[config.mk]
export PLATFORM = sky130hd
export DESIGN_NAME = control_sequencer
export DESIGN_NICKNAME = d
export VERILOG_FILES = /design/src/rtl/ctrl_seq_pkg.sv /design/src/rtl/ctrl_decode.sv /design/src/rtl/control_sequencer.sv
export SDC_FILE = /design/constraint.sdc
export NUM_CORES = 1
export LEC_CHECK = 0
export BUFFER_PORTS_ARGS = -buffer_cell sky130_fd_sc_hd__buf_2
export CAP_MARGIN = 0
export CORE_ASPECT_RATIO = 0.5
export CORE_MARGIN = 4
export CORE_UTILIZATION = 45
export CTS_BUF_LIST = sky130_fd_sc_hd__clkbuf_4 sky130_fd_sc_hd__clkbuf_8 sky130_fd_sc_hd__clkbuf_16
export DETAILED_ROUTE_END_ITERATION = 7
export HOLD_SLACK_MARGIN = 0.08
export PLACE_DENSITY = 0.74
export REMOVE_ABC_BUFFERS = 1
export SETUP_SLACK_MARGIN = 0.05
export SLEW_MARGIN = 20
export SYNTH_ARGS = -nofsm -noshare
export SYNTH_HDL_FRONTEND = slang
export SYNTH_SLANG_ARGS = --single-unit
[constraint.sdc]
create_clock -name clock -period 3 [get_ports clock]
set_input_delay 0.15 -clock clock [delete_from_list [all_inputs] [get_ports clock]]
set_output_delay 0.15 -clock clock [all_outputs]
set_load 0.02 [all_outputs]
[src/rtl/ctrl_seq_pkg.sv]
// Shared opcodes, register codes and state encoding for control_sequencer.
// Optional feature macro: CTRL_ILLEGAL_TRAP_EN (adds the HALT state).
package ctrl_seq_pkg;

  localparam logic [3:0] OP_NOP  = 4'h0;
  localparam logic [3:0] OP_LDI  = 4'h1;
  localparam logic [3:0] OP_MV   = 4'h2;
  localparam logic [3:0] OP_ADDI = 4'h3;

  localparam logic [1:0] REG_A   = 2'd0;
  localparam logic [1:0] REG_B   = 2'd1;
  localparam logic [1:0] REG_Z   = 2'd2;
  localparam logic [1:0] REG_RSV = 2'd3;

  typedef enum logic [1:0] {
    S_IDLE = 2'd0,
    S_T1   = 2'd1,
`ifdef CTRL_ILLEGAL_TRAP_EN
    S_T2   = 2'd2,
    S_HALT = 2'd3
`else
    S_T2   = 2'd2
`endif
  } state_t;

  // One-hot strobe vector {Z, B, A}; the reserved code selects nothing.
  function automatic logic [2:0] reg_onehot(input logic [1:0] code);
    logic [2:0] oh;
    oh = '0;
    case (code)
      REG_A:   oh = 3'b001;
      REG_B:   oh = 3'b010;
      REG_Z:   oh = 3'b100;
      default: oh = 3'b000;
    endcase
    return oh;
  endfunction

endpackage

[src/rtl/ctrl_decode.sv]
// Combinational instruction decoder for control_sequencer.
// Illegal words decode to no strobes so the top can treat them as NOP or trap.
module ctrl_decode
  import ctrl_seq_pkg::*;
#(
  parameter int unsigned IMM_W   = 8,
  localparam int unsigned INSTR_W = 8 + IMM_W
) (
  input  logic [INSTR_W-1:0] ir,
  output logic [3:0]         opcode,
  output logic [IMM_W-1:0]   imm,
  output logic [2:0]         src_oh,
  output logic [2:0]         dst_oh,
  output logic               uses_imm,
  output logic               two_step,
  output logic               is_illegal
);

  logic [1:0] dst;
  logic [1:0] src;

  assign opcode = ir[INSTR_W-1 -: 4];
  assign dst    = ir[IMM_W+3 -: 2];
  assign src    = ir[IMM_W+1 -: 2];
  assign imm    = ir[IMM_W-1:0];

  always_comb begin
    src_oh     = '0;
    dst_oh     = '0;
    uses_imm   = 1'b0;
    two_step   = 1'b0;
    is_illegal = 1'b0;
    case (opcode)
      OP_NOP: begin
      end
      OP_LDI: begin
        dst_oh   = reg_onehot(REG_A);
        uses_imm = 1'b1;
      end
      OP_MV: begin
        is_illegal = (dst == REG_RSV) || (src == REG_RSV);
        src_oh     = reg_onehot(src);
        dst_oh     = reg_onehot(dst);
      end
      OP_ADDI: begin
        is_illegal = (dst == REG_RSV) || (src == REG_RSV);
        src_oh     = reg_onehot(src);
        dst_oh     = reg_onehot(dst);
        uses_imm   = 1'b1;
        two_step   = (dst != REG_Z);
      end
      default: is_illegal = 1'b1;
    endcase
    if (is_illegal) begin
      src_oh   = '0;
      dst_oh   = '0;
      uses_imm = 1'b0;
      two_step = 1'b0;
    end
  end

endmodule

[src/rtl/control_sequencer.sv]
// Instruction sequencer driving A/B/Z datapath strobes and immediates through T1..T2.
// Build option: define CTRL_ILLEGAL_TRAP_EN to halt on illegal instructions.
module control_sequencer
  import ctrl_seq_pkg::*;
#(
  parameter int unsigned DATA_W  = 32,
  parameter int unsigned IMM_W   = 8,
  localparam int unsigned INSTR_W = 8 + IMM_W
) (
  input  logic               clock,
  input  logic               clear,
  input  logic               instr_valid,
  input  logic [INSTR_W-1:0] instr,
  output logic               instr_ready,
  output logic               RAin,
  output logic               RBin,
  output logic               RZin,
  output logic               RAout,
  output logic               RBout,
  output logic               RZout,
  output logic [DATA_W-1:0]  AddImmediate,
  output logic [DATA_W-1:0]  RegisterAImmediate,
  output logic               done,
  output logic               illegal
);

  state_t               state_q, state_d;
  logic [INSTR_W-1:0]   ir_q, ir_d;
  logic [2:0]           in_q, in_d;
  logic [2:0]           out_q, out_d;
  logic [DATA_W-1:0]    add_imm_q, add_imm_d;
  logic [DATA_W-1:0]    lda_imm_q, lda_imm_d;
  logic                 done_q, done_d;
  logic                 illegal_q, illegal_d;
  logic                 ready_q, ready_d;

  logic [3:0]           dec_op;
  logic [IMM_W-1:0]     dec_imm;
  logic [2:0]           dec_src;
  logic [2:0]           dec_dst;
  logic                 dec_uses_imm;
  logic                 dec_two_step;
  logic                 dec_illegal;
  logic [DATA_W-1:0]    imm_ext;

  // Outputs are registered, so the decoder looks at the IR value the next state will hold.
  ctrl_decode #(
    .IMM_W (IMM_W)
  ) u_decode (
    .ir         (ir_d),
    .opcode     (dec_op),
    .imm        (dec_imm),
    .src_oh     (dec_src),
    .dst_oh     (dec_dst),
    .uses_imm   (dec_uses_imm),
    .two_step   (dec_two_step),
    .is_illegal (dec_illegal)
  );

  assign imm_ext = dec_uses_imm ? DATA_W'(dec_imm) : '0;

  always_comb begin
    state_d = state_q;
    ir_d    = ir_q;
    case (state_q)
      S_IDLE: begin
        if (instr_valid) begin
          ir_d    = instr;
          state_d = S_T1;
        end
      end
      S_T1: begin
        if (dec_illegal) begin
`ifdef CTRL_ILLEGAL_TRAP_EN
          state_d = S_HALT;
`else
          state_d = S_IDLE;
`endif
        end else if (dec_two_step) begin
          state_d = S_T2;
        end else begin
          state_d = S_IDLE;
        end
      end
      S_T2: state_d = S_IDLE;
`ifdef CTRL_ILLEGAL_TRAP_EN
      S_HALT: state_d = S_HALT;
`endif
      default: state_d = S_IDLE;
    endcase
  end

  always_comb begin
    in_d      = '0;
    out_d     = '0;
    add_imm_d = '0;
    lda_imm_d = '0;
    done_d    = 1'b0;
    illegal_d = 1'b0;
    ready_d   = 1'b0;
    case (state_d)
      S_IDLE: ready_d = 1'b1;
      S_T1: begin
        if (dec_illegal) begin
          illegal_d = 1'b1;
`ifndef CTRL_ILLEGAL_TRAP_EN
          done_d    = 1'b1;
`endif
        end else begin
          case (dec_op)
            OP_NOP: done_d = 1'b1;
            OP_LDI: begin
              in_d      = dec_dst;
              lda_imm_d = imm_ext;
              done_d    = 1'b1;
            end
            OP_MV: begin
              in_d   = dec_dst;
              out_d  = dec_src;
              done_d = 1'b1;
            end
            OP_ADDI: begin
              out_d     = dec_src;
              in_d      = reg_onehot(REG_Z);
              add_imm_d = imm_ext;
              done_d    = !dec_two_step;
            end
            default: begin
            end
          endcase
        end
      end
      S_T2: begin
        out_d  = reg_onehot(REG_Z);
        in_d   = dec_dst;
        done_d = 1'b1;
      end
`ifdef CTRL_ILLEGAL_TRAP_EN
      S_HALT: illegal_d = 1'b1;
`endif
      default: begin
      end
    endcase
  end

  always_ff @(posedge clock) begin
    if (clear) begin
      state_q   <= S_IDLE;
      ir_q      <= '0;
      in_q      <= '0;
      out_q     <= '0;
      add_imm_q <= '0;
      lda_imm_q <= '0;
      done_q    <= 1'b0;
      illegal_q <= 1'b0;
      ready_q   <= 1'b1;
    end else begin
      state_q   <= state_d;
      ir_q      <= ir_d;
      in_q      <= in_d;
      out_q     <= out_d;
      add_imm_q <= add_imm_d;
      lda_imm_q <= lda_imm_d;
      done_q    <= done_d;
      illegal_q <= illegal_d;
      ready_q   <= ready_d;
    end
  end

  assign instr_ready        = ready_q;
  assign RAin               = in_q[0];
  assign RBin               = in_q[1];
  assign RZin               = in_q[2];
  assign RAout              = out_q[0];
  assign RBout              = out_q[1];
  assign RZout              = out_q[2];
  assign AddImmediate       = add_imm_q;
  assign RegisterAImmediate = lda_imm_q;
  assign done               = done_q;
  assign illegal            = illegal_q;

endmodule
---- Word-level counts from Yosys, hierarchy flattened ----
Index checks and enable logic that the tools add are counted.
storage, ports and cells
  logic and storage cells ................. 67
  register bits ........................... 91
  output and inout bits ................... 73
cells by class
  eq/ne operators ......................... 13
  reduce and logical (&&, ||, !) cells .... 15
  bitwise gates (word level) .............. 3
  muxes and demuxes ....................... 27
operators with widths
  operator            count
  $mux 16             2
  $pmux 3 s2          4
  $pmux 3 s3          2
  $mux 3              4
  $eq 2x2->1 const B  5
  $reduce_or 2->1     5
  $eq 2x1->1 const B  4
  $eq 4x2->1 const B  2
  $logic_not 2->1     4
  $mux 8              1
  $reduce_or 4->1     2
  $mux 1              7
  $mux 2              3
  $pmux 1 s2          3
  $eq 4x1->1 const B  1
  $logic_not 4->1     1
  $pmux 2 s2          1
  $not 1->1           3
  $reduce_or 3->1     1
  $ne 2x2->1 const B  1
  $logic_not 1->1     1
  $logic_or 1x1->1    1

---- Depth between registers and ports, before layout ----
Gate-level depths: netlist of the first run.
  depth after elaboration ................. 12
  gate-level depth with buffers ........... 10
  depth with buffers taken out ............ 8

---- Cells and area by module ----
A second synthesis of the first run with hierarchy kept.
unflattened totals
  cells, all modules ...................... 209
  area total of the unflattened synthesis .. 2230.9 µm²
by module, submodules not included
  module             times used  cells an instance  sequential area each (µm²)  area an instance (µm²)
  control_sequencer  1           180                860.8                       1960.6
  ctrl_decode        1           29                 0.0                         270.3

---- Worst setup path before layout of the first run ----
OpenSTA, ideal clock, no wires.
  path kind ............................... reg-to-reg
  start point ............................. register state_q[0]
  end point ............................... register add_imm_q[7], in the netlist AddImmediate[7]
  path slack .............................. 0.619 ns
  data arrival time ....................... 2.306 ns
  setup time .............................. 0.075 ns
  clock period less this slack ............ 2.381 ns
  cell stages (with the launch flop) ...... 10
  cell sequence ........................... dfxtp_1 or3b_1 buf_6 clkinv_4 mux2_4 o2111ai_1 ha_1 nor2b_1 o2111ai_2 nor3_2
between the ends
  word-level cells in the longest chain between the ends .. 12
  elaborated cells between the ends (all ways) .. 28
  classes of those cells .................. 8 x eq/ne; 11 x mux; 2 x bitwise; 7 x reduce/logical
ends and longest elaborated chain
  item                                                                  RTL line                  text
  start, declared                                                       control_sequencer.sv:27   state_t state_q, state_d;
  start signal, assigned                                                control_sequencer.sv:158  state_q <= state_d;
  $logic_not 2->1                                                       control_sequencer.sv:65   case (state_q)
  $mux 16                                                               control_sequencer.sv:65
  $eq 4x2->1, or another cell as far along                              ctrl_decode.sv:33         case (opcode)
  $reduce_or 2->1 (no line) / $logic_or 1x1->1 (equally long branches)  n/a
  $pmux 1 s2                                                            ctrl_decode.sv:33
  $mux 1                                                                ctrl_decode.sv:54         if (is_illegal) begin
  $mux 2                                                                control_sequencer.sv:79   end else if (dec_two_step) begin
  $mux 2                                                                control_sequencer.sv:73   if (dec_illegal) begin
  $pmux 2 s2                                                            control_sequencer.sv:65
  $eq 2x1->1                                                            control_sequencer.sv:101  case (state_d)
  $not 1->1 (no line)                                                   n/a
  $reduce_or 4->1 (no line)                                             n/a
  end signal, assigned                                                  control_sequencer.sv:162  add_imm_q <= add_imm_d;
  end, declared                                                         control_sequencer.sv:31   logic [DATA_W-1:0] add_imm_q, add_imm_d;
Several ways; a longest one is shown, not always the timed one.
A chain may end at the register's enable or synchronous reset.

---- Worst setup path after layout of the first run ----
  start point ............................. register state_q[0]
  end point ............................... register in_q[2]
between the ends
  word-level cells in the longest chain between the ends .. 11
  elaborated cells between the ends (all ways) .. 32
  classes of those cells .................. 11 x eq/ne; 14 x mux; 7 x reduce/logical
ends and longest elaborated chain
  item                                                                  RTL line                                     text
  $logic_not 2->1                                                       control_sequencer.sv:65
  $mux 16                                                               control_sequencer.sv:65
  $eq 4x2->1, or another cell as far along                              ctrl_decode.sv:33, control_sequencer.sv:110
  $reduce_or 2->1 (no line) / $logic_or 1x1->1 (equally long branches)  n/a
  $pmux 1 s2                                                            ctrl_decode.sv:33
  $mux 1                                                                ctrl_decode.sv:54
  $mux 2                                                                control_sequencer.sv:79
  $mux 2                                                                control_sequencer.sv:73
  $pmux 2 s2                                                            control_sequencer.sv:65
  $eq 2x2->1 / $eq 2x1->1 (equally long branches)                       control_sequencer.sv:101
  $pmux 3 s2 (*)                                                        control_sequencer.sv:101
  end signal, assigned                                                  control_sequencer.sv:160                     in_q <= in_d;
  end, declared                                                         control_sequencer.sv:29                      logic [2:0] in_q, in_d;
Mark *: on every way between the ends. The rest lies on a longest branch, timed or not.

==> results of run 1 <==
## power by group
group	leakage, nW	internal, mW	switching, mW
sequential	0.350	0.588	0.00941
combinational	0.669	0.0541	0.136
clock	0.0548	0.251	0.214
total	1.07	0.893	0.360
## timing repair
action | CTS | global route
endpoints found under the setup margin | 0 | 21
endpoints found under the hold margin | 0 | 0
hold buffers | 0 | 0
gates resized for setup | 0 | 2
## final timing paths
path,endpoint,slack [ns],depth (start not counted)
worst max-delay path,in_q[2],0.27,9
worst min-delay path,ir_q[11],0.12,3
worst max register to register,in_q[2],0.27,9
worst min register to register,ir_q[14],0.51,2
## layer usage
layer | part of all wire, % | GRT usage (%)
met1 | 42 | 15.16
met2 | 45 | 23.82
met3 | 10 | 4.519
met4 | 1.9 | 6.250
met5 | 0 | 0
## cell type report
cell class	count	area, µm²	share of cell area (%)
inverter	3	16.27	0.7178
tap	57	71.32	3.147
multi-input combinational	163	964.7	42.57
clock buffer	5	68.82	3.037
sequential	43	860.8	37.99
timing repair buffer	46	237.7	10.49
clock inverter	3	46.29	2.043
## state kept, by name, indices dropped and copies added, names as in the netlist
signal              count
ir_q                   16
AddImmediate            8
RegisterAImmediate      8
in_q                    3
out_q                   3
state_q                 2
done                    1
illegal                 1
instr_ready             1
## cells by family after synthesis
family,after synthesis
AND/OR/NAND/NOR,77
buffers and inverters,58
flip-flops,43
AO/OA/AOI/OAI,17
multiplexers,16
adder cells (fa/ha/maj),3
XOR/XNOR,2
other,1
## stage by stage
stage                     hold slack, ns  utilization [%]  instance area (µm²)  std cells
after floorplan                   0.2191                -                 1837        209
after global placement            0.4339            48.50                 2146        312
after detailed placement          0.4394            48.50                 2146        312
after CTS                         0.1170            51.10                 2261        320
after global routing              0.1376            51.22                 2266        320
final                             0.1245            51.22                 2266        320
## worst max-delay path: cells and delay by family (launching register included)
kind                       cells  cell delay (ns)
buffers and inverters          2             0.39
adders and majority gates      1             0.32
and+or+nand+nor                3             0.93
DFF                            1             0.31
AOI/OAI and AO/OA              3             0.65
## cell usage after synthesis, types with 4 or more instances
cell type / count
buf_4: 49
dfxtp_1: 43
nor2_1: 28
nand2_1: 15
mux2i_1: 12
nor3_1: 8
a21oi_1: 4
nor2b_1: 4
==> impl_metrics.yaml, run 1 <==
global_route:
  grt_pass1_wl_mm: 6.389
  antenna_found_initial: 0
  grt_pass1_vias: 1479
  grt_overflow: 0
  grt_max_degree: 23
  grtUsageTotal_pct: 13.61
synthesis:
  yosysTopAreaCell: "dfxtp_1"
  synth_top_family_by_area: "buffers and inverters"
  syn_inst: 217
  synth_compound_area_share_pct: 7.410
  synth_cell_type_count: 42
  syn_area_um2: 2077
  synth_ff_type: "dfxtp_1"
  synth_top_area_share_pct: 41.45
  synth_warnings: 0
  synth-seq-cells: 43
  synth_edf_count: 0
  avgSynthCellArea_um2: 9.571
  synth_area_leaders: "dfxtp_1, buf_4, mux2i_1"
  synth_fa_ha_area_share_pct: 1.807
  yosysSeqAreaShare_pct: 41.45
  synth.area.mux_share_pct: 8.373
  synth_xor_area_share_pct: 0.8434
  async_reset_ff_share_pct: 0
  synthSimpleGateAreaFrac_pct: 19.10
drt:
  wirelength_mm: 4.051
  drt_iter0_markers: 81
  drt_first_pass_iters: 4
  viasPerCell: 4.763
  ant_nets: 0
  num_vias: 1524
  drc_errors: 0
  wl_per_cell_um: 12.66
pwr:
  power_density_nw_per_um2: 552.6
  peakVddDrop_v: 0.0001977
  p_leak_nw: 1.073
  power_mw: 1.252
die:
  die_h_um: 56.04
  core_um2: 4424
  rows: 17
  dieArea_um2: 5833
  start_util_pct: 46.95
  dieWidth_um: 104.1
  ios: 92
timing:
  rsz0062_at_grt: "false"
  setup_slack_ns: 0.2652
  slew_violations: 0
  min_period_ns: 2.735
  hold_viol: 0
  fin_setup_tns_ns: 0
  finClkSkew_ns: 0.006922
  finalCritPeriodShare_pct: 91.16
  fmax_mhz: 365.7
  setup_viol: 0
critical_path:
  required_ns: 3.18
  path_cells: "or3b_4, clkinv_4, buf_4, and4_1, o2111ai_1, ha_1, and4_1, o32ai_1, a2111oi_2"
  cp_max_fo: 22
  criticalPathCategory: "flop to flop"
  arrival_ns: 2.92
  slowest_stage: "or3b_4"
  crit_top_cell: "and4_1"
  cp-startpoint: "state_q[0]"
  worstReg2RegStart: "state_q[0]"
  slowest_delay_ns: 0.48
  startpoint_type: "flop"
  crit_path_end_kind: "flop"
clock_network:
  cts_root_buffer: "clkbuf_8"
  cts_buffer_depth: 2
  clk_latency_ns: 0.30
  clk_pin_slew_ns: 0.09
  htreeDepth: 2
  tritoncts: "built"
  cts_setup_buffers: 0
  cts.sinks: 43
  cts_made_buffers: 5
layout:
  final_common_cell: "conb_1"
  layout_common_cells: "conb_1, dfxtp_1, buf_2"
  area_delta_synth_final_pct: 9.096
  drive_gt1_share_pct: 26.62
  num_antenna_cells: 0
  n_fill_cell: 419
  nets: 284
hold_path:
  hold_start: "instr[11]"
  hold_path_class: "primary input to flop"
flow_run:
  cap_viol_max_count: 0
place:
  dpl.hpwl_mm: 3.000
  numPortBuffers: 43
  gp_congestion: 0.8850
  place_ws_ns: 0.1161
run_status:
  run_status: "finished clean"
(Power assumes the default switching activity.)
==> run 2: changes to the inputs <==
--- a/config.mk
+++ b/config.mk
@@ -5,15 +5,15 @@
 export SDC_FILE = /design/constraint.sdc
 export NUM_CORES = 1
 export LEC_CHECK = 0
+export ABC_AREA = 1
 export BUFFER_PORTS_ARGS = -buffer_cell sky130_fd_sc_hd__buf_2
-export CAP_MARGIN = 0
 export CORE_ASPECT_RATIO = 0.5
 export CORE_MARGIN = 4
 export CORE_UTILIZATION = 45
 export CTS_BUF_LIST = sky130_fd_sc_hd__clkbuf_4 sky130_fd_sc_hd__clkbuf_8 sky130_fd_sc_hd__clkbuf_16
 export DETAILED_ROUTE_END_ITERATION = 7
 export HOLD_SLACK_MARGIN = 0.08
-export PLACE_DENSITY = 0.74
+export PLACE_DENSITY = 0.72
 export REMOVE_ABC_BUFFERS = 1
 export SETUP_SLACK_MARGIN = 0.05
 export SLEW_MARGIN = 20
==> impl_metrics.yaml, run 2 <==
drt:
  drt_first_pass_iters: 4
  wl_per_cell_um: 11.31
  drt_iter0_markers: 64
  drc_errors: 0
  viasPerCell: 4.255
  ant_nets: 0
  num_vias: 1638
  wirelength_mm: 4.355
critical_path:
  critPathTopFamily: "simple AND/OR/NAND/NOR gates"
  crit_buf_inv: 4
  required_ns: 3.23
  path_cells: "inv_2, nand3_4, inv_2, nand2_1, nand2_1, nand2_1, nand2_2, nand2_4, nand3_2, ha_1, inv_1, nor2_1, inv_1, nor2_1, nand4_2, nor2_1"
  arrival_ns: 2.91
  slowest_delay_ns: 0.33
  crit_path_end_kind: "flop"
  cp_max_fo: 13
  slowest_stage: "dfxtp_1"
  startpoint_type: "flop"
  criticalPathCategory: "flop to flop"
clock_network:
  cts.sinks: 43
  htreeDepth: 2
  clk_pin_slew_ns: 0.08
  tritoncts: "built"
  ctsHoldBuffers: 0
  cts_made_buffers: 5
  cts_buffer_depth: 2
  cts_setup_buffers: 0
  cts_root_buffer: "clkbuf_8"
  post_cts_resized: 0
  clk_latency_ns: 0.29
global_route:
  grtUsageTotal_pct: 14.49
  grt_max_degree: 22
  grt_overflow: 0
  antenna_found_initial: 0
  grt_pass1_wl_mm: 7.107
  grt_pass1_vias: 1634
layout:
  final_util_pct: 52.94
  final_common_cell: "conb_1"
  num_antenna_cells: 0
  largest_reg_flops: 16
  area_delta_synth_final_pct: 8.361
  nets: 340
  regMostFlops: "ir_q"
  drive_gt1_share_pct: 31.03
  layout_common_cells: "conb_1, nor2_1, dfxtp_1, buf_2, nand2_1"
synthesis:
  async_reset_ff_share_pct: 0
  synthSimpleGateAreaFrac_pct: 31.61
  avgSynthCellArea_um2: 8.162
  synth_cell_type_count: 29
  ys_top_cells_by_count: "buf_4, nor2_1, dfxtp_1"
  synth_area_leaders: "dfxtp_1, buf_4, nor2_1"
  synth_fa_ha_area_share_pct: 1.672
  syn_area_um2: 2245
  synth_ff_type: "dfxtp_1"
  synth_top_family_by_area: "simple AND/OR/NAND/NOR gates"
  yosysTopAreaCell: "dfxtp_1"
  synth_top_area_share_pct: 38.35
  synth-seq-cells: 43
  yosysSeqAreaShare_pct: 38.35
  syn_inst: 275
  synth.area.mux_share_pct: 0
  yosysMostFrequentCell: "buf_4"
  synth_xor_area_share_pct: 0
  synth_warnings: 0
  synth_compound_area_share_pct: 3.958
  synth_edf_count: 0
timing:
  setup_viol: 0
  rsz0062_at_grt: "false"
  finalCritPeriodShare_pct: 89.15
  min_period_ns: 2.674
  setup_slack_ns: 0.3256
  holdWs_ns: 0.2109
  fin_setup_tns_ns: 0
  hold_viol: 0
  fmax_mhz: 373.9
  finClkSkew_ns: 0.007088
  slew_violations: 0
die:
  dieArea_um2: 6251
  die_h_um: 57.94
  core_um2: 4594
  dieWidth_um: 107.9
  rows: 17
  ios: 92
  start_util_pct: 48.86
pwr:
  power_mw: 1.370
  peakVddDrop_v: 0.0002750
  p_leak_nw: 1.316
  power_density_nw_per_um2: 563.3
place:
  dpl.hpwl_mm: 3.255
  place_ws_ns: 0.4648
  numPortBuffers: 43
  gp_congestion: 0.8515
hold_path:
  hold_path_class: "primary input to flop"
flow_run:
  cap_viol_max_count: 0
run_status:
  run_status: "finished clean"
-- run 2: path summary, 6_finish.rpt --
path                            cells after the start  slack, ns  startpoint       end
worst min register to register                      4       0.58    ir_q[15]  ir_q[15]
worst min-delay path                                4       0.21    instr[5]   ir_q[5]
worst max register to register                     16       0.33  state_q[0]  out_q[0]
worst max-delay path                               16       0.33  state_q[0]  out_q[0]
-- run 2: cell families after synthesis --
logic type,count (synthesis)
other cells,1
buf+inv,85
compound gates,13
flops,43
fa+ha+maj,3
simple gates,130
-- run 2: worst register-to-register path: cells and delay by family (launching register included) --
kind | cells | cell delay, ns
buf+inv | 4 | 0.50
flops | 1 | 0.33
fa+ha+maj | 1 | 0.21
simple gates | 11 | 1.57
-- run 2: final cells by class --
cell class              count  area, µm²
fillers                   444       2162
multi-input cells         194       1016
flip-flops and latches     43      860.8
repair buffers             44      222.7
inverters                  30      113.9
well taps                  66      82.58
clock buffers               6      76.32
clock inverters             2      60.06
-- run 2: metal layers --
| metal | vias up | part of all wire, % | GRT usage (%) |
|---|---|---|---|
| li1 | 835 | - | - |
| met1 | 710 | 41 | 16.53 |
| met2 | 86 | 48 | 25.97 |
| met3 | 7 | 9.9 | 4.004 |
| met4 | 0 | 1.3 | 5.935 |
| met5 | - | 0 | 0 |
-- run 2: metrics by stage --
stage	std cells	area, µm²
detailed placement	377	2296
floorplan	267	1991
CTS	385	2432
finish	385	2432
global placement	377	2296
global route	385	2432
-- run 2: power by group --
| group | switching [mW] | leakage (nW) | internal [mW] |
|---|---|---|---|
| logic | 0.179 | 0.896 | 0.0635 |
| registers | 0.00528 | 0.351 | 0.590 |
| clock network | 0.191 | 0.0688 | 0.342 |
